**src/rtl/ntt_pkg.sv**
```systemverilog
// ============================================================================
// ntt_pkg -- shared constants, FSM state type and modular helpers for the
//            256-point forward NTT controller (Dilithium modulus).
//
// Contents
//   Q        : prime modulus 8380417
//   N        : transform length (256 coefficients)
//   NTT_DW   : default coefficient width (23 bits)
//   NTT_AW   : default coefficient address width (8 bits)
//   STAGES   : number of butterfly stages (log2 N)
//   BFLY     : butterflies per stage (N/2)
//   ntt_state_t : controller FSM states IDLE/RUN/DRAIN/DONE
//   mod_add / mod_sub / mod_mul : reference arithmetic mod Q, used by
//                                 butterfly models around the controller
// ============================================================================
package ntt_pkg;

   localparam int unsigned Q      = 32'd8380417;
   localparam int unsigned N      = 32'd256;
   localparam int unsigned NTT_DW = 32'd23;
   localparam int unsigned NTT_AW = 32'd8;
   localparam int unsigned STAGES = 32'd8;
   localparam int unsigned BFLY   = N / 32'd2;

   typedef enum logic [1:0] {
      IDLE  = 2'd0,
      RUN   = 2'd1,
      DRAIN = 2'd2,
      DONE  = 2'd3
   } ntt_state_t;

   // (a + b) mod Q, operands already reduced
   function automatic logic [NTT_DW-1:0] mod_add(input logic [NTT_DW-1:0] a,
                                                 input logic [NTT_DW-1:0] b);
      logic [NTT_DW:0] s;
      s = {1'b0, a} + {1'b0, b};
      if (s >= (NTT_DW+1)'(Q)) begin
         s = s - (NTT_DW+1)'(Q);
      end else begin
         s = s;
      end
      return s[NTT_DW-1:0];
   endfunction

   // (a - b) mod Q, operands already reduced
   function automatic logic [NTT_DW-1:0] mod_sub(input logic [NTT_DW-1:0] a,
                                                 input logic [NTT_DW-1:0] b);
      logic [NTT_DW:0] d;
      if (a >= b) begin
         d = {1'b0, a} - {1'b0, b};
      end else begin
         d = {1'b0, a} + (NTT_DW+1)'(Q) - {1'b0, b};
      end
      return d[NTT_DW-1:0];
   endfunction

   // (a * b) mod Q
   function automatic logic [NTT_DW-1:0] mod_mul(input logic [NTT_DW-1:0] a,
                                                 input logic [NTT_DW-1:0] b);
      logic [2*NTT_DW-1:0] p;
      p = (2*NTT_DW)'(a) * (2*NTT_DW)'(b);
      p = p % (2*NTT_DW)'(Q);
      return p[NTT_DW-1:0];
   endfunction

endpackage

```
**src/rtl/ntt_ctrl_if.sv**
```systemverilog
// ============================================================================
// ntt_ctrl_if -- bundle of every non-clock signal between the NTT controller
//                and its environment (coefficient RAM, twiddle ROM,
//                external combinational butterfly, run control/status).
//
// Signals
//   start                 : one-cycle run request
//   rd_en/rd_addr0/1      : RAM read request; rd_data0/1 valid next cycle
//   tw_addr/tw_data       : twiddle ROM, one-cycle latency
//   bu_x/bu_y/bu_tf       : butterfly operands;  bu_a/bu_b : its results
//   wr_en/wr_addr0/1/wr_data0/1 : RAM write-back
//   busy/done             : run status and completion pulse
// Modports
//   master : controller side,  slave : environment side
// ============================================================================
interface ntt_ctrl_if #(
   parameter int DW = 23,
   parameter int AW = 8
);
   logic          start;
   logic          rd_en;
   logic [AW-1:0] rd_addr0;
   logic [AW-1:0] rd_addr1;
   logic [DW-1:0] rd_data0;
   logic [DW-1:0] rd_data1;
   logic [7:0]    tw_addr;
   logic [DW-1:0] tw_data;
   logic [DW-1:0] bu_x;
   logic [DW-1:0] bu_y;
   logic [DW-1:0] bu_tf;
   logic [DW-1:0] bu_a;
   logic [DW-1:0] bu_b;
   logic          wr_en;
   logic [AW-1:0] wr_addr0;
   logic [AW-1:0] wr_addr1;
   logic [DW-1:0] wr_data0;
   logic [DW-1:0] wr_data1;
   logic          busy;
   logic          done;

   modport master (
      input  start, rd_data0, rd_data1, tw_data, bu_a, bu_b,
      output rd_en, rd_addr0, rd_addr1, tw_addr, bu_x, bu_y, bu_tf,
             wr_en, wr_addr0, wr_addr1, wr_data0, wr_data1, busy, done
   );

   modport slave (
      output start, rd_data0, rd_data1, tw_data, bu_a, bu_b,
      input  rd_en, rd_addr0, rd_addr1, tw_addr, bu_x, bu_y, bu_tf,
             wr_en, wr_addr0, wr_addr1, wr_data0, wr_data1, busy, done
   );
endinterface

```
**src/rtl/ntt_addr_gen.sv**
```systemverilog
// ============================================================================
// ntt_addr_gen -- combinational Cooley-Tukey index generator.
//
// For stage s (0..7) and butterfly b (0..127), with len = 128 >> s:
//   j      = ((b >> (7-s)) << (8-s)) | (b & (len-1))   top operand index
//   j+len                                               bottom operand index
//   tw     = (1 << s) + (b >> (7-s))                    twiddle ROM index
//
// Ports
//   s_i  : stage number         b_i  : butterfly number within stage
//   j_o  : first index          jl_o : second index (j + len)
//   tw_o : twiddle address
// ============================================================================
module ntt_addr_gen (
   input  logic [2:0] s_i,
   input  logic [6:0] b_i,
   output logic [7:0] j_o,
   output logic [7:0] jl_o,
   output logic [7:0] tw_o
);

   logic [7:0] len_s;
   logic [7:0] grp_s;
   logic [7:0] b_ext_s;
   logic [3:0] grp_shift_s;

   // b >> (7-s) is the butterfly group; each group spans 2*len coefficients
   always_comb begin
      b_ext_s     = {1'b0, b_i};
      len_s       = 8'd128 >> s_i;
      grp_s       = b_ext_s >> (3'd7 - s_i);
      grp_shift_s = 4'd8 - {1'b0, s_i};
      j_o         = (grp_s << grp_shift_s) | (b_ext_s & (len_s - 8'd1));
      jl_o        = j_o + len_s;
      tw_o        = (8'd1 << s_i) + grp_s;
   end

endmodule

```
**src/rtl/ntt_ctrl.sv**
```systemverilog
// ============================================================================
// ntt_ctrl -- sequencer for an in-place 256-point forward NTT.
//
// Each run walks 8 stages of 128 butterflies.  One butterfly is issued per
// cycle: the RAM read and twiddle fetch go out registered, the operands come
// back one cycle later and pass straight to the external combinational
// butterfly, and its results are registered into the write port, so a write
// lands two cycles after its issue.  Two DRAIN cycles between stages let the
// last writes of a stage retire before the next stage reads.
//
// With start sampled at the edge closing cycle 0: stage s issues in cycles
// 1+130s .. 128+130s, the last write is in cycle 1040, busy is high in
// cycles 1..1040 and done pulses in cycle 1041.  start is ignored unless idle.
//
// Ports
//   clk    : clock, rising edge
//   rst_n  : asynchronous active-low reset, clears every register
//   bus    : ntt_ctrl_if.master (RAM, twiddle ROM, butterfly, status)
//   cyc_cnt: (NTT_CTRL_PERF_EN only) busy-cycle count of the latest run
//
// Build option
//   NTT_CTRL_PERF_EN : adds the 11-bit cyc_cnt output and its counter
// ============================================================================
module ntt_ctrl
   import ntt_pkg::*;
#(
   parameter int DW = NTT_DW,
   parameter int AW = NTT_AW
) (
   input  logic          clk,
   input  logic          rst_n,
   ntt_ctrl_if.master    bus
`ifdef NTT_CTRL_PERF_EN
   ,
   output logic [10:0]   cyc_cnt
`endif
);

   localparam logic [6:0] LAST_B = 7'(BFLY - 32'd1);
   localparam logic [2:0] LAST_S = 3'(STAGES - 32'd1);

   ntt_state_t    state_q;
   logic [2:0]    s_q;
   logic [6:0]    b_q;
   logic          drn_q;
   logic          rd_en_q;
   logic [AW-1:0] rd_addr0_q;
   logic [AW-1:0] rd_addr1_q;
   logic [7:0]    tw_addr_q;
   logic          busy_q;
   logic          done_q;

   logic          v1_q;
   logic [AW-1:0] pa0_q;
   logic [AW-1:0] pa1_q;
   logic          wr_en_q;
   logic [AW-1:0] wr_addr0_q;
   logic [AW-1:0] wr_addr1_q;
   logic [DW-1:0] wr_data0_q;
   logic [DW-1:0] wr_data1_q;

   logic [2:0]    nxt_s_d;
   logic [6:0]    nxt_b_d;
   logic [7:0]    gen_j_s;
   logic [7:0]    gen_jl_s;
   logic [7:0]    gen_tw_s;

   // Index of the butterfly that the coming edge will issue, so the
   // address registers are loaded already decoded
   always_comb begin
      nxt_s_d = 3'd0;
      nxt_b_d = 7'd0;
      case (state_q)
         IDLE: begin
            nxt_s_d = 3'd0;
            nxt_b_d = 7'd0;
         end
         RUN: begin
            nxt_s_d = s_q;
            nxt_b_d = b_q + 7'd1;
         end
         DRAIN: begin
            nxt_s_d = s_q + 3'd1;
            nxt_b_d = 7'd0;
         end
         default: begin
            nxt_s_d = 3'd0;
            nxt_b_d = 7'd0;
         end
      endcase
   end

   ntt_addr_gen u_addr_gen (
      .s_i  (nxt_s_d),
      .b_i  (nxt_b_d),
      .j_o  (gen_j_s),
      .jl_o (gen_jl_s),
      .tw_o (gen_tw_s)
   );

   // Run sequencer: stage/butterfly counters and registered read/status outputs
   always_ff @(posedge clk or negedge rst_n) begin
      if (!rst_n) begin
         state_q    <= IDLE;
         s_q        <= 3'd0;
         b_q        <= 7'd0;
         drn_q      <= 1'b0;
         rd_en_q    <= 1'b0;
         rd_addr0_q <= {AW{1'b0}};
         rd_addr1_q <= {AW{1'b0}};
         tw_addr_q  <= 8'd0;
         busy_q     <= 1'b0;
         done_q     <= 1'b0;
      end else begin
         case (state_q)
            IDLE: begin
               done_q <= 1'b0;
               if (bus.start) begin
                  state_q    <= RUN;
                  s_q        <= 3'd0;
                  b_q        <= 7'd0;
                  busy_q     <= 1'b1;
                  rd_en_q    <= 1'b1;
                  rd_addr0_q <= AW'(gen_j_s);
                  rd_addr1_q <= AW'(gen_jl_s);
                  tw_addr_q  <= gen_tw_s;
               end else begin
                  state_q <= IDLE;
               end
            end
            RUN: begin
               if (b_q == LAST_B) begin
                  state_q <= DRAIN;
                  drn_q   <= 1'b0;
                  rd_en_q <= 1'b0;
               end else begin
                  b_q        <= nxt_b_d;
                  rd_addr0_q <= AW'(gen_j_s);
                  rd_addr1_q <= AW'(gen_jl_s);
                  tw_addr_q  <= gen_tw_s;
               end
            end
            DRAIN: begin
               // second DRAIN cycle carries the stage's last write
               if (!drn_q) begin
                  drn_q <= 1'b1;
               end else if (s_q == LAST_S) begin
                  state_q <= DONE;
                  busy_q  <= 1'b0;
                  done_q  <= 1'b1;
               end else begin
                  state_q    <= RUN;
                  s_q        <= nxt_s_d;
                  b_q        <= 7'd0;
                  rd_en_q    <= 1'b1;
                  rd_addr0_q <= AW'(gen_j_s);
                  rd_addr1_q <= AW'(gen_jl_s);
                  tw_addr_q  <= gen_tw_s;
               end
            end
            DONE: begin
               state_q <= IDLE;
               done_q  <= 1'b0;
            end
            default: begin
               state_q <= IDLE;
               busy_q  <= 1'b0;
               done_q  <= 1'b0;
               rd_en_q <= 1'b0;
            end
         endcase
      end
   end

   // Two-slot write-back pipeline: addresses follow the read, data captured
   // from the butterfly the cycle the operands are present
   always_ff @(posedge clk or negedge rst_n) begin
      if (!rst_n) begin
         v1_q       <= 1'b0;
         pa0_q      <= {AW{1'b0}};
         pa1_q      <= {AW{1'b0}};
         wr_en_q    <= 1'b0;
         wr_addr0_q <= {AW{1'b0}};
         wr_addr1_q <= {AW{1'b0}};
         wr_data0_q <= {DW{1'b0}};
         wr_data1_q <= {DW{1'b0}};
      end else begin
         v1_q    <= rd_en_q;
         pa0_q   <= rd_addr0_q;
         pa1_q   <= rd_addr1_q;
         wr_en_q <= v1_q;
         if (v1_q) begin
            wr_addr0_q <= pa0_q;
            wr_addr1_q <= pa1_q;
            wr_data0_q <= bus.bu_a;
            wr_data1_q <= bus.bu_b;
         end else begin
            wr_addr0_q <= wr_addr0_q;
            wr_addr1_q <= wr_addr1_q;
            wr_data0_q <= wr_data0_q;
            wr_data1_q <= wr_data1_q;
         end
      end
   end

`ifdef NTT_CTRL_PERF_EN
   logic [10:0] cyc_q;

   // Busy-cycle counter: restarts on an accepted start, holds once idle
   always_ff @(posedge clk or negedge rst_n) begin
      if (!rst_n) begin
         cyc_q <= 11'd0;
      end else if ((state_q == IDLE) && bus.start) begin
         cyc_q <= 11'd0;
      end else if (busy_q) begin
         cyc_q <= cyc_q + 11'd1;
      end else begin
         cyc_q <= cyc_q;
      end
   end

   assign cyc_cnt = cyc_q;
`endif

   assign bus.rd_en    = rd_en_q;
   assign bus.rd_addr0 = rd_addr0_q;
   assign bus.rd_addr1 = rd_addr1_q;
   assign bus.tw_addr  = tw_addr_q;
   assign bus.bu_x     = bus.rd_data0;
   assign bus.bu_y     = bus.rd_data1;
   assign bus.bu_tf    = bus.tw_data;
   assign bus.wr_en    = wr_en_q;
   assign bus.wr_addr0 = wr_addr0_q;
   assign bus.wr_addr1 = wr_addr1_q;
   assign bus.wr_data0 = wr_data0_q;
   assign bus.wr_data1 = wr_data1_q;
   assign bus.busy     = busy_q;
   assign bus.done     = done_q;

endmodule

```
**src/flat_wrapper.sv**
```systemverilog
// flat-port wrapper written by rule: the top's interface ports become plain ports
module ntt_ctrl_flat import ntt_pkg::*;
#(
   parameter int DW = NTT_DW,
   parameter int AW = NTT_AW
)
  (clk, rst_n, bus_start, bus_rd_data0, bus_rd_data1, bus_tw_data, bus_bu_a, bus_bu_b, bus_rd_en, bus_rd_addr0, bus_rd_addr1, bus_tw_addr, bus_bu_x, bus_bu_y, bus_bu_tf, bus_wr_en, bus_wr_addr0, bus_wr_addr1, bus_wr_data0, bus_wr_data1, bus_busy, bus_done);
  ntt_ctrl_if #(.DW(DW), .AW(AW)) bus_i ();
  input  logic clk;
  input  logic rst_n;
  input wire logic [$bits(bus_i.start)-1:0] bus_start;
  input wire logic [$bits(bus_i.rd_data0)-1:0] bus_rd_data0;
  input wire logic [$bits(bus_i.rd_data1)-1:0] bus_rd_data1;
  input wire logic [$bits(bus_i.tw_data)-1:0] bus_tw_data;
  input wire logic [$bits(bus_i.bu_a)-1:0] bus_bu_a;
  input wire logic [$bits(bus_i.bu_b)-1:0] bus_bu_b;
  output wire logic [$bits(bus_i.rd_en)-1:0] bus_rd_en;
  output wire logic [$bits(bus_i.rd_addr0)-1:0] bus_rd_addr0;
  output wire logic [$bits(bus_i.rd_addr1)-1:0] bus_rd_addr1;
  output wire logic [$bits(bus_i.tw_addr)-1:0] bus_tw_addr;
  output wire logic [$bits(bus_i.bu_x)-1:0] bus_bu_x;
  output wire logic [$bits(bus_i.bu_y)-1:0] bus_bu_y;
  output wire logic [$bits(bus_i.bu_tf)-1:0] bus_bu_tf;
  output wire logic [$bits(bus_i.wr_en)-1:0] bus_wr_en;
  output wire logic [$bits(bus_i.wr_addr0)-1:0] bus_wr_addr0;
  output wire logic [$bits(bus_i.wr_addr1)-1:0] bus_wr_addr1;
  output wire logic [$bits(bus_i.wr_data0)-1:0] bus_wr_data0;
  output wire logic [$bits(bus_i.wr_data1)-1:0] bus_wr_data1;
  output wire logic [$bits(bus_i.busy)-1:0] bus_busy;
  output wire logic [$bits(bus_i.done)-1:0] bus_done;
  assign bus_i.start = bus_start;
  assign bus_i.rd_data0 = bus_rd_data0;
  assign bus_i.rd_data1 = bus_rd_data1;
  assign bus_i.tw_data = bus_tw_data;
  assign bus_i.bu_a = bus_bu_a;
  assign bus_i.bu_b = bus_bu_b;
  assign bus_rd_en = bus_i.rd_en;
  assign bus_rd_addr0 = bus_i.rd_addr0;
  assign bus_rd_addr1 = bus_i.rd_addr1;
  assign bus_tw_addr = bus_i.tw_addr;
  assign bus_bu_x = bus_i.bu_x;
  assign bus_bu_y = bus_i.bu_y;
  assign bus_bu_tf = bus_i.bu_tf;
  assign bus_wr_en = bus_i.wr_en;
  assign bus_wr_addr0 = bus_i.wr_addr0;
  assign bus_wr_addr1 = bus_i.wr_addr1;
  assign bus_wr_data0 = bus_i.wr_data0;
  assign bus_wr_data1 = bus_i.wr_data1;
  assign bus_busy = bus_i.busy;
  assign bus_done = bus_i.done;
  ntt_ctrl #(.DW(DW), .AW(AW)) u_core (.clk(clk), .rst_n(rst_n), .bus(bus_i));
endmodule
```
**config.mk**
```make
export PLATFORM = sky130hd
export DESIGN_NAME = ntt_ctrl_flat
export DESIGN_NICKNAME = d
export VERILOG_FILES = /design/src/rtl/ntt_pkg.sv /design/src/rtl/ntt_ctrl_if.sv /design/src/rtl/ntt_addr_gen.sv /design/src/rtl/ntt_ctrl.sv /design/src/flat_wrapper.sv
export SDC_FILE = /design/constraint.sdc
export NUM_CORES = 1
export LEC_CHECK = 0
export CAP_MARGIN = 25
export CORE_MARGIN = 8
export CORE_UTILIZATION = 60
export DETAILED_ROUTE_END_ITERATION = 8
export DONT_BUFFER_PORTS = 1
export GPL_ROUTABILITY_DRIVEN = 0
export PLACE_DENSITY = 0.73
export SYNTH_ARGS = -nofsm -noshare
export SYNTH_HDL_FRONTEND = slang
export SYNTH_SLANG_ARGS = --single-unit
export TNS_END_PERCENT = 5
```
**constraint.sdc**
```tcl
create_clock -name clk -period 14.5 [get_ports clk]
set_input_delay 1.45 -clock clk [delete_from_list [all_inputs] [get_ports clk]]
set_output_delay 1.45 -clock clk [all_outputs]
set_load 0.05 [all_outputs]
```
==> results of run 1 <==
==> power by group <==
part	internal, uW	switching, uW
Sequential	394	181
Combinational	154	260
Clock	250	150
==> layout make-up <==
type | instances | area (sq um)
clock buffers | 18 | 427.9
fillers | 866 | 4049
clock inverters | 14 | 146.4
flip-flops and latches | 120 | 3004
repair buffers | 3 | 22.52
well taps | 140 | 175.2
multi-input cells | 374 | 2897
inverters | 19 | 71.32
==> sequential cells by signal (all words and copies together), names as in the netlist <==
name                 count
u_core.s_q               3
u_core.bus.wr_en         1
u_core.pa1_q             8
u_core.drn_q             1
u_core.bus.rd_addr1      8
u_core.bus.wr_data1     23
u_core.bus.wr_addr1      8
u_core.pa0_q             8
u_core.bus.busy          1
u_core.bus.done          1
u_core.v1_q              1
u_core.bus.rd_addr0      8
u_core.state_q           2
u_core.bus.wr_addr0      8
u_core.bus.tw_addr       8
u_core.b_q               7
u_core.bus.wr_data0     23
u_core.bus.rd_en         1
==> metrics by stage <==
step	area (sq um)	hold WS, ns	power [uW]	utilization, %	instances
global placement	6170	0.4563	976.0	57.16	656
floorplan	6618	0.3519	951.5	-	608
detailed placement	6170	0.4622	992.2	57.16	656
CTS	6744	0.4756	1396	62.49	688
finish	6744	0.4724	1388	62.49	688
global route	6744	0.4862	1464	62.49	688
==> per-layer routing <==
metal / GRT usage [%] / vias up / routed length [um] / share of wire [%]
met2: 31.43 / 220 / 6900 / 48
met1: 21.39 / 2048 / 5317 / 37
met5: 0 / - / 0 / 0
li1: - / 1924 / - / -
met4: 12.26 / 0 / 544 / 3.8
met3: 8.981 / 67 / 1629 / 11
==> cell families after synthesis <==
| kind of cell | after synthesis | synth area share (%) |
|---|---|---|
| AOI/OAI and AO/OA | 123 | 13.46 |
| xor gates and xnor gates | 21 | 2.893 |
| adders and majority gates | 30 | 5.861 |
| buffers and inverters | 114 | 10.85 |
| DFF | 120 | 45.38 |
| muxes | 70 | 12.01 |
| and+or+nand+nor | 130 | 9.548 |
==> worst reg2reg max path: cells and delay by family, from the launching register on <==
family / cells / cell delay (ns)
compound gates: 6 / 1.24
xor+xnor: 1 / 0.27
fa+ha+maj: 4 / 1.43
buf+inv: 3 / 0.59
flops: 1 / 0.40
mux: 1 / 0.47
simple gates: 6 / 0.96
==> worst max-delay path by stage <==
stage	from	end	slack (ns)	depth (start not counted)
finish	u_core.state_q[1]	u_core.bus.rd_addr1[7]	8.98	21
global route	u_core.state_q[1]	u_core.bus.rd_addr1[7]	8.64	20
CTS	u_core.state_q[1]	u_core.bus.rd_addr1[7]	9.06	20
detailed placement	u_core.state_q[1]	u_core.bus.rd_addr1[7]	9.08	20
global placement	u_core.state_q[1]	u_core.bus.rd_addr1[7]	9.36	21
floorplan	u_core.state_q[0]	u_core.bus.rd_addr1[7]	9.73	23
==> placed cells by master, fill, tap and decap left out, types with 5 or more instances in the layout <==
| master | count |
|---|---|
| mux2_2 | 66 |
| nand2_1 | 56 |
| ha_1 | 27 |
| nor2_1 | 23 |
| inv_1 | 18 |
| xor2_1 | 8 |
| dfrtp_1 | 119 |
| a21oi_1 | 25 |
| o21a_1 | 5 |
| xnor2_1 | 12 |
| nor4_1 | 5 |
| clkbuf_16 | 16 |
| nor3_1 | 5 |
| nand3_1 | 12 |
| a21o_1 | 8 |
| o31ai_1 | 5 |
| o21ai_0 | 33 |
==> impl_metrics.json, run 1 <==
{
  "outcome": "finished, final reports clean",
  "hold_path_class": "reg2reg",
  "report.final.hold_viol_count": 0,
  "total_i_o_pin_count": 277,
  "r2r_setup_slack_ns": 8.98,
  "pre_cts_ws_ns": 9.081,
  "launch_instance_of_the_worst_min_delay_path": "u_core.pa0_q[0]",
  "cts_tree": "built",
  "vdd_drop_max_uv": 102.5,
  "first_iter_violations": 345,
  "cts_root_buffer": "clkbuf_8",
  "remaining_drc_errors": 0,
  "post-cts-setup-buffer-count": 0,
  "post_drt_wl_per_cell_um": 20.92,
  "power.leakage_uw": 0.003078,
  "worst_setup_hold_path_clk_slew_ns": 0.06,
  "clk_latency_ns": 0.51,
  "layout_cell_share_with_drive_strength_beyond_1_pct": 22.99,
  "yosys.cell_types.count": 81,
  "cp_num_buf_inv": 3,
  "firstDrtPassIters": 6,
  "whs_path_depth": 1,
  "cts.repair.resized": 0,
  "synth.ff_latch_count": 120,
  "worstReg2RegEnd": "u_core.bus.rd_addr1[7]",
  "cp.required_ns": 14.88,
  "clock_sink_count": 120,
  "timing.critical_path.arrival_ns": 5.90,
  "grt_pass1_wl_um": 23000,
  "nets": 682,
  "post_synth_most_frequent_cells": "120 x dfrtp_1, 70 x buf_4, 66 x mux2_2",
  "r2r_cells": 21,
  "yosysWarnings": 0,
  "final_max_slew_viol_count": 0,
  "gr-usage-all-layers_pct": 19.85,
  "route.antenna.remaining_nets": 0,
  "worstSetupStartpointType": "register",
  "synthFlopType": "dfrtp_1",
  "critical_path.slowest_cell": "ha_1",
  "placement.io_buffers": 0,
  "min_to": "u_core.bus.wr_addr0[0]",
  "worst_setup_path_end_kind": "register",
  "ctsHoldBuffers": 0,
  "tightestPinTransition_ns": 0.9067,
  "pwr_density_cell_nw_per_um2": 205.8,
  "cp_top_family": "adder cells",
  "synth_async_sr_flop_share_pct": 100.0,
  "grt_start_max_net_pins": 121,
  "layout_min_cycle_time_ns": 5.517,
  "half_perimeter_wire_length_after_detailed_placement_um": 10730,
  "largest_area_contributor_in_the_synthesized_netlist": "dfrtp_1",
  "die_h_um": 121.0,
  "synth.yosys.seq_area_share_pct": 45.38,
  "synth_most_common_cell": "dfrtp_1",
  "min_period_over_period_pct": 38.05,
  "row_count": 38,
  "die_w_um": 121.0,
  "antenna_cells": 0,
  "drt_wl_total_um": 14390,
  "reg2reg_from": "u_core.state_q[1]",
  "floorplan.initialDensity_pct": 61.31,
  "cap_violations": 0,
  "synth_area_leaders": "dfrtp_1 45%, mux2_2 11%, buf_4 7.9%",
  "initial_antenna_violation_count": 0,
  "ctsLongestPathBuffers": 2,
  "final.setup_skew_ns": 0.01156,
  "timing_worst_setup_path_type": "reg2reg",
  "via_count": 4259,
  "clock.fmax_ghz": 0.1813,
  "syn-instance-count": 608,
  "path_common_cell": "ha_1",
  "cts.htree.levels": 4,
  "fp.coreArea_sq_um": 10790,
  "fin_ws_ns": 8.983,
  "setup_repair_after_global_routing_missed_its_margin": "no",
  "setup_tns_final_ns": 0,
  "critical_path.max_stage_delay_ns": 0.50,
  "dieArea_sq_um": 14650,
  "final_number_of_setup_violating_endpoints": 0,
  "grt_remaining_overflow": 0,
  "grt_pass1_vias": 4355,
  "synth_top_cell_area_share_pct": 45.38,
  "synth_edf_count": 0,
  "timing.max_slew.rel_slack_pct": 39.55,
  "synth.cell_area_sq_um": 6618,
  "cts_buffers": 17,
  "via_per_inst": 6.190,
  "max_fanout_on_critical_path": 27,
  "syn2layout_area_growth_pct": 1.910,
  "syn_nets": 755,
  "synthesis.area_per_instance_sq_um": 10.88,
  "crit_chain": "inv_1, ha_1, mux2_4, inv_1, ha_1, and3_1, inv_1, ha_1, nor2b_1, nand3_1, o21ai_0, and3_1, a311o_2, ha_1, o21a_1, o31a_1, o41a_1, xor2_1, nor4_1, a311oi_1, nand3_1"
}
No activity file was read; power rests on OpenSTA's default activity.
==> inputs of run 2 (changes only) <==
clock period = 5.3 ns   (was 14.5 ns; I/O delays follow)
==> impl_metrics.json, run 2 (synthesis results as in run 1) <==
{
  "power.leakage_uw": 0.003149,
  "dieArea_sq_um": 14650,
  "critical_path.slowest_cell": "dfrtp_1",
  "fp.coreArea_sq_um": 10790,
  "post_drt_wl_per_cell_um": 20.85,
  "clock_sink_count": 120,
  "vdd_drop_max_uv": 264.5,
  "crit_chain": "inv_1, ha_1, buf_4, mux2_4, inv_1, ha_1, and3_1, inv_1, ha_1, nor2b_1, nand3_1, o21ai_0, and3_1, a311o_2, ha_1, o21a_1, o31a_1, o41a_1, xor2_1, nor4_1, a311oi_1, nand3_1",
  "timing.max_slew.rel_slack_pct": 49.39,
  "half_perimeter_wire_length_after_detailed_placement_um": 10740,
  "floorplan.initialDensity_pct": 61.31,
  "tightestPinTransition_ns": 0.7592,
  "max_fanout_on_critical_path": 11,
  "gr-usage-all-layers_pct": 19.91,
  "timing_worst_setup_path_type": "reg2reg",
  "fin_total_pwr_uw": 3943,
  "reg2reg_from": "u_core.state_q[0]",
  "cts.repair.resized": 0,
  "die_w_um": 121.0,
  "path_common_cell": "ha_1",
  "grt_pass1_wl_um": 23030,
  "cp_top_family": "compound AO/OA/AOI/OAI gates",
  "setup_tns_final_ns": 0,
  "ctsLongestPathBuffers": 2,
  "final_max_slew_viol_count": 0,
  "row_count": 38,
  "hold_path_class": "in2reg",
  "finalHoldWorstSlack_ns": 0.1571,
  "cts_tree": "built",
  "clock.fmax_ghz": 0.2031,
  "drt_wl_total_um": 14520,
  "cts_buffers": 17,
  "whs_path_depth": 1,
  "initial_antenna_violation_count": 0,
  "final_number_of_setup_violating_endpoints": 0,
  "remaining_drc_errors": 0,
  "placement.io_buffers": 0,
  "setup_repair_after_global_routing_missed_its_margin": "no",
  "fin_ws_ns": 0.3754,
  "launch_instance_of_the_worst_min_delay_path": "bus_bu_a[14]",
  "worst_setup_path_end_kind": "register",
  "grt_start_max_net_pins": 121,
  "pre_cts_ws_ns": 0.4075,
  "report.final.hold_viol_count": 0,
  "area_used_by_sequential_logic_in_the_layout_sq_um": 3004,
  "first_iter_violations": 284,
  "layout_min_cycle_time_ns": 4.925,
  "timing.critical_path.arrival_ns": 5.32,
  "route.antenna.remaining_nets": 0,
  "grt_pass1_vias": 4317,
  "clk_latency_ns": 0.52,
  "post_detailed_placement_cell_area_sq_um": 6215,
  "cts.htree.levels": 4,
  "cp.depth": 22,
  "via_per_inst": 6.082,
  "final.setup_skew_ns": 0.008892,
  "fin_area_sq_um": 6870,
  "nets": 690,
  "critical_path.max_stage_delay_ns": 0.41,
  "fillCellCount": 844,
  "syn2layout_area_growth_pct": 3.819,
  "cts_root_buffer": "clkbuf_8",
  "via_count": 4233,
  "grt_remaining_overflow": 0,
  "min_period_over_period_pct": 92.92,
  "cp.required_ns": 5.69,
  "worstSetupStartpointType": "register",
  "layout_cell_share_with_drive_strength_beyond_1_pct": 23.92,
  "r2r_cells": 22,
  "pwr_density_cell_nw_per_um2": 573.9,
  "outcome": "finished, final reports clean",
  "layout_commonest_cell": "dfrtp_1",
  "die_h_um": 121.0,
  "worst_setup_hold_path_clk_slew_ns": 0.06,
  "firstDrtPassIters": 4,
  "cap_violations": 0,
  "cp_num_buf_inv": 4,
  "most-common-layout-cells": "119 x dfrtp_1, 66 x mux2_2, 56 x nand2_1, 33 x o21ai_0, 27 x ha_1",
  "antenna_cells": 0,
  "crit_start": "u_core.state_q[0]",
  "total_i_o_pin_count": 277,
  "multiInputGateArea_sq_um": 2897
}
==> run 2: cell types whose count changed in the layout (fill, tap and decap cells not counted), sizes merged <==
cell	previous run	this run
clkinv	6	3
inv	22	27
buf	3	10
dlygate4sd3	0	1
clkinvlp	3	1
clkbuf	18	17
bufinv	2	3
==> run 2: through the flow <==
step / cells / util, %
after floorplan: 608 / -
after global placement: 662 / 57.58
after detailed placement: 662 / 57.58
after CTS: 696 / 63.66
after global routing: 696 / 63.66
final: 696 / 63.66
==> run 2: path summary, 6_finish.rpt <==
kind,end,slack (ns)
max,u_core.bus.rd_addr1[7],0.38
min,u_core.bus.wr_data0[14],0.16
max reg2reg,u_core.bus.rd_addr1[7],0.38
min reg2reg,u_core.bus.wr_addr0[5],0.48
max in group asynchronous,u_core.b_q[1],4.19
min in group asynchronous,u_core.bus.rd_en,0.65
==> run 2: timing repair <==
action / CTS / global route
setup buffers: 0 / 0
endpoints found under the hold margin: 120 / 0
hold buffers: 2 / 0
==> run 2: cell type report <==
type	instances	area share (%)
Clock buffer	17	6.028
Clock inverter	15	2.968
Inverter	19	1.038
Multi-Input combinational cell	374	42.16
Sequential cell	120	43.73
Tap cell	140	2.550
Timing Repair Buffer	11	1.530
==> run 2: power breakdown <==
part           total [uW]  internal, uW  switching [uW]
sequential           1580          1080             500
combinational        1170           450             719
clock                1200           737             458
==> run 2: layer usage <==
metal | wire length, um | part of all wire [%] | global-route usage [%] | vias up
met5 | 0 | 0 | 0 | -
met4 | 516 | 3.6 | 9.758 | 0
met3 | 1684 | 12 | 9.586 | 64
met2 | 6893 | 47 | 31.47 | 207
met1 | 5422 | 37 | 22.09 | 2011
li1 | - | - | - | 1951
==> inputs of run 3 (changes only) <==
RECOVER_POWER = 100   (was default)
==> impl_metrics.json, run 3 (synthesis results as in run 1) <==
{
  "fillCellCount": 849,
  "cp_num_buf_inv": 2,
  "critical_path.slowest_cell": "dfrtp_1",
  "layout_commonest_cell": "dfrtp_1",
  "first_iter_violations": 336,
  "ctsLongestPathBuffers": 2,
  "vdd_drop_max_uv": 263.6,
  "nets": 690,
  "worstSetupStartpointType": "register",
  "cts_root_buffer": "clkbuf_8",
  "cp.required_ns": 5.69,
  "fp.coreArea_sq_um": 10790,
  "pre_cts_ws_ns": 0.4075,
  "tightestPinTransition_ns": 3.160,
  "crit_chain": "inv_1, ha_1, a22o_1, and2_4, ha_1, and3_1, inv_1, ha_1, nor2b_1, nand3_1, o21ai_0, and3_1, a311o_2, ha_1, o21a_1, o31a_1, o41a_1, xor2_1, nor4_1, a311oi_1, nand3_1",
  "clock_sink_count": 120,
  "launch_instance_of_the_worst_min_delay_path": "bus_bu_a[14]",
  "global_route.usage.met1_pct": 22.09,
  "layout_cell_share_with_drive_strength_beyond_1_pct": 23.02,
  "busiest_layer": "met2",
  "path_common_cell": "ha_1",
  "worst_setup_path_endpoint": "u_core.bus.rd_addr1[7]",
  "final.setup_skew_ns": 0.008829,
  "most-common-layout-cells": "119 x dfrtp_1, 65 x mux2_2, 56 x nand2_1, 34 x o21ai_0, 27 x ha_1",
  "route.antenna.remaining_nets": 0,
  "cp.depth": 21,
  "cts_tree": "built",
  "dieArea_sq_um": 14650,
  "gr-usage-all-layers_pct": 19.91,
  "clock.fmax_ghz": 0.2033,
  "grt_start_max_net_pins": 121,
  "placement.io_buffers": 0,
  "grt_pass1_vias": 4317,
  "grt_remaining_overflow": 0,
  "final_number_of_setup_violating_endpoints": 0,
  "cp_top_family": "compound AO/OA/AOI/OAI gates",
  "critical_path.max_stage_delay_ns": 0.42,
  "timing_worst_setup_path_type": "reg2reg",
  "die_h_um": 121.0,
  "via_per_inst": 6.082,
  "worstReg2RegEnd": "u_core.bus.rd_addr1[7]",
  "gr-usage-met3_pct": 9.586,
  "hold_path_class": "in2reg",
  "drt_wl_total_um": 14540,
  "report.final.hold_viol_count": 0,
  "final_max_slew_viol_count": 185,
  "clk_latency_ns": 0.52,
  "worst_setup_path_end_kind": "register",
  "post_drt_wl_per_cell_um": 20.88,
  "cts.repair.resized": 0,
  "die_w_um": 121.0,
  "max_fanout_on_critical_path": 11,
  "syn2layout_area_growth_pct": 3.195,
  "floorplan.initialDensity_pct": 61.31,
  "crit_start": "u_core.state_q[0]",
  "r2r_cells": 21,
  "initial_antenna_violation_count": 0,
  "r2r_setup_slack_ns": 0.38,
  "remaining_drc_errors": 0,
  "pwr_density_cell_nw_per_um2": 574.5,
  "antenna_cells": 0,
  "half_perimeter_wire_length_after_detailed_placement_um": 10740,
  "cts.htree.levels": 4,
  "setup_repair_after_global_routing_missed_its_margin": "no",
  "violations_in_the_final_reports": "capacitance limit, slew limit",
  "total_i_o_pin_count": 277,
  "firstDrtPassIters": 4,
  "post-cts-setup-buffer-count": 0,
  "layout_min_cycle_time_ns": 4.919,
  "row_count": 38,
  "min_period_over_period_pct": 92.80,
  "worst_setup_hold_path_clk_slew_ns": 0.06,
  "timing.critical_path.arrival_ns": 5.31,
  "ctsHoldBuffers": 2,
  "cap_violations": 2,
  "power.leakage_uw": 0.003128,
  "reg2reg_from": "u_core.state_q[0]",
  "cts_buffers": 17,
  "timing.max_slew.rel_slack_pct": -110.7,
  "grt_pass1_wl_um": 23030,
  "via_count": 4233,
  "setup_tns_final_ns": 0,
  "outcome": "finished with violations",
  "use_met2_pct": 31.47,
  "fin_ws_ns": 0.3815
}
-- run 3: cell type report --
cell class                      count  area (sq um)  share of cell area, %
Inverter                           19         71.32                  1.044
Sequential cell                   120          3004                  43.99
Timing Repair Buffer               11         71.32                  1.044
Clock inverter                     15         203.9                  2.986
Tap cell                          140         175.2                  2.565
Multi-Input combinational cell    374          2889                  42.30
Clock buffer                       17         414.1                  6.064
-- run 3: stage by stage --
step	std cells	total power, uW	instance area, sq um	hold slack [ns]	utilization [%]
floorplan	608	2603	6618	0.2344	-
global placement	662	2697	6215	0.2380	57.58
detailed placement	662	2737	6215	0.2378	57.58
CTS	696	3975	6870	0.1273	63.66
global route	696	4149	6829	0.1314	63.27
finish	696	3924	6829	0.1579	63.27
-- run 3: power breakdown --
part / internal [uW] / leakage [uW] / switching (uW) / total (uW)
clock network: 737 / 0.000302 / 456 / 1190
registers: 1080 / 0.00150 / 500 / 1580
logic: 436 / 0.00133 / 715 / 1150
total: 2250 / 0.00313 / 1670 / 3920
-- run 3: worst min-delay path by stage --
stage	to	slack (ns)	cells after the start
finish	u_core.bus.wr_data0[14]	0.16	1
global route	u_core.bus.wr_data0[15]	0.13	1
CTS	u_core.bus.wr_data0[14]	0.13	1
detailed placement	u_core.bus.wr_data1[19]	0.24	0
global placement	u_core.bus.wr_data1[2]	0.24	0
floorplan	u_core.b_q[0]	0.23	0
-- run 3: metal layers --
metal | wire length, um | share of wire [%]
met5 | 0 | 0
met4 | 484 | 3.3
met3 | 1689 | 12
met2 | 6964 | 48
met1 | 5397 | 37
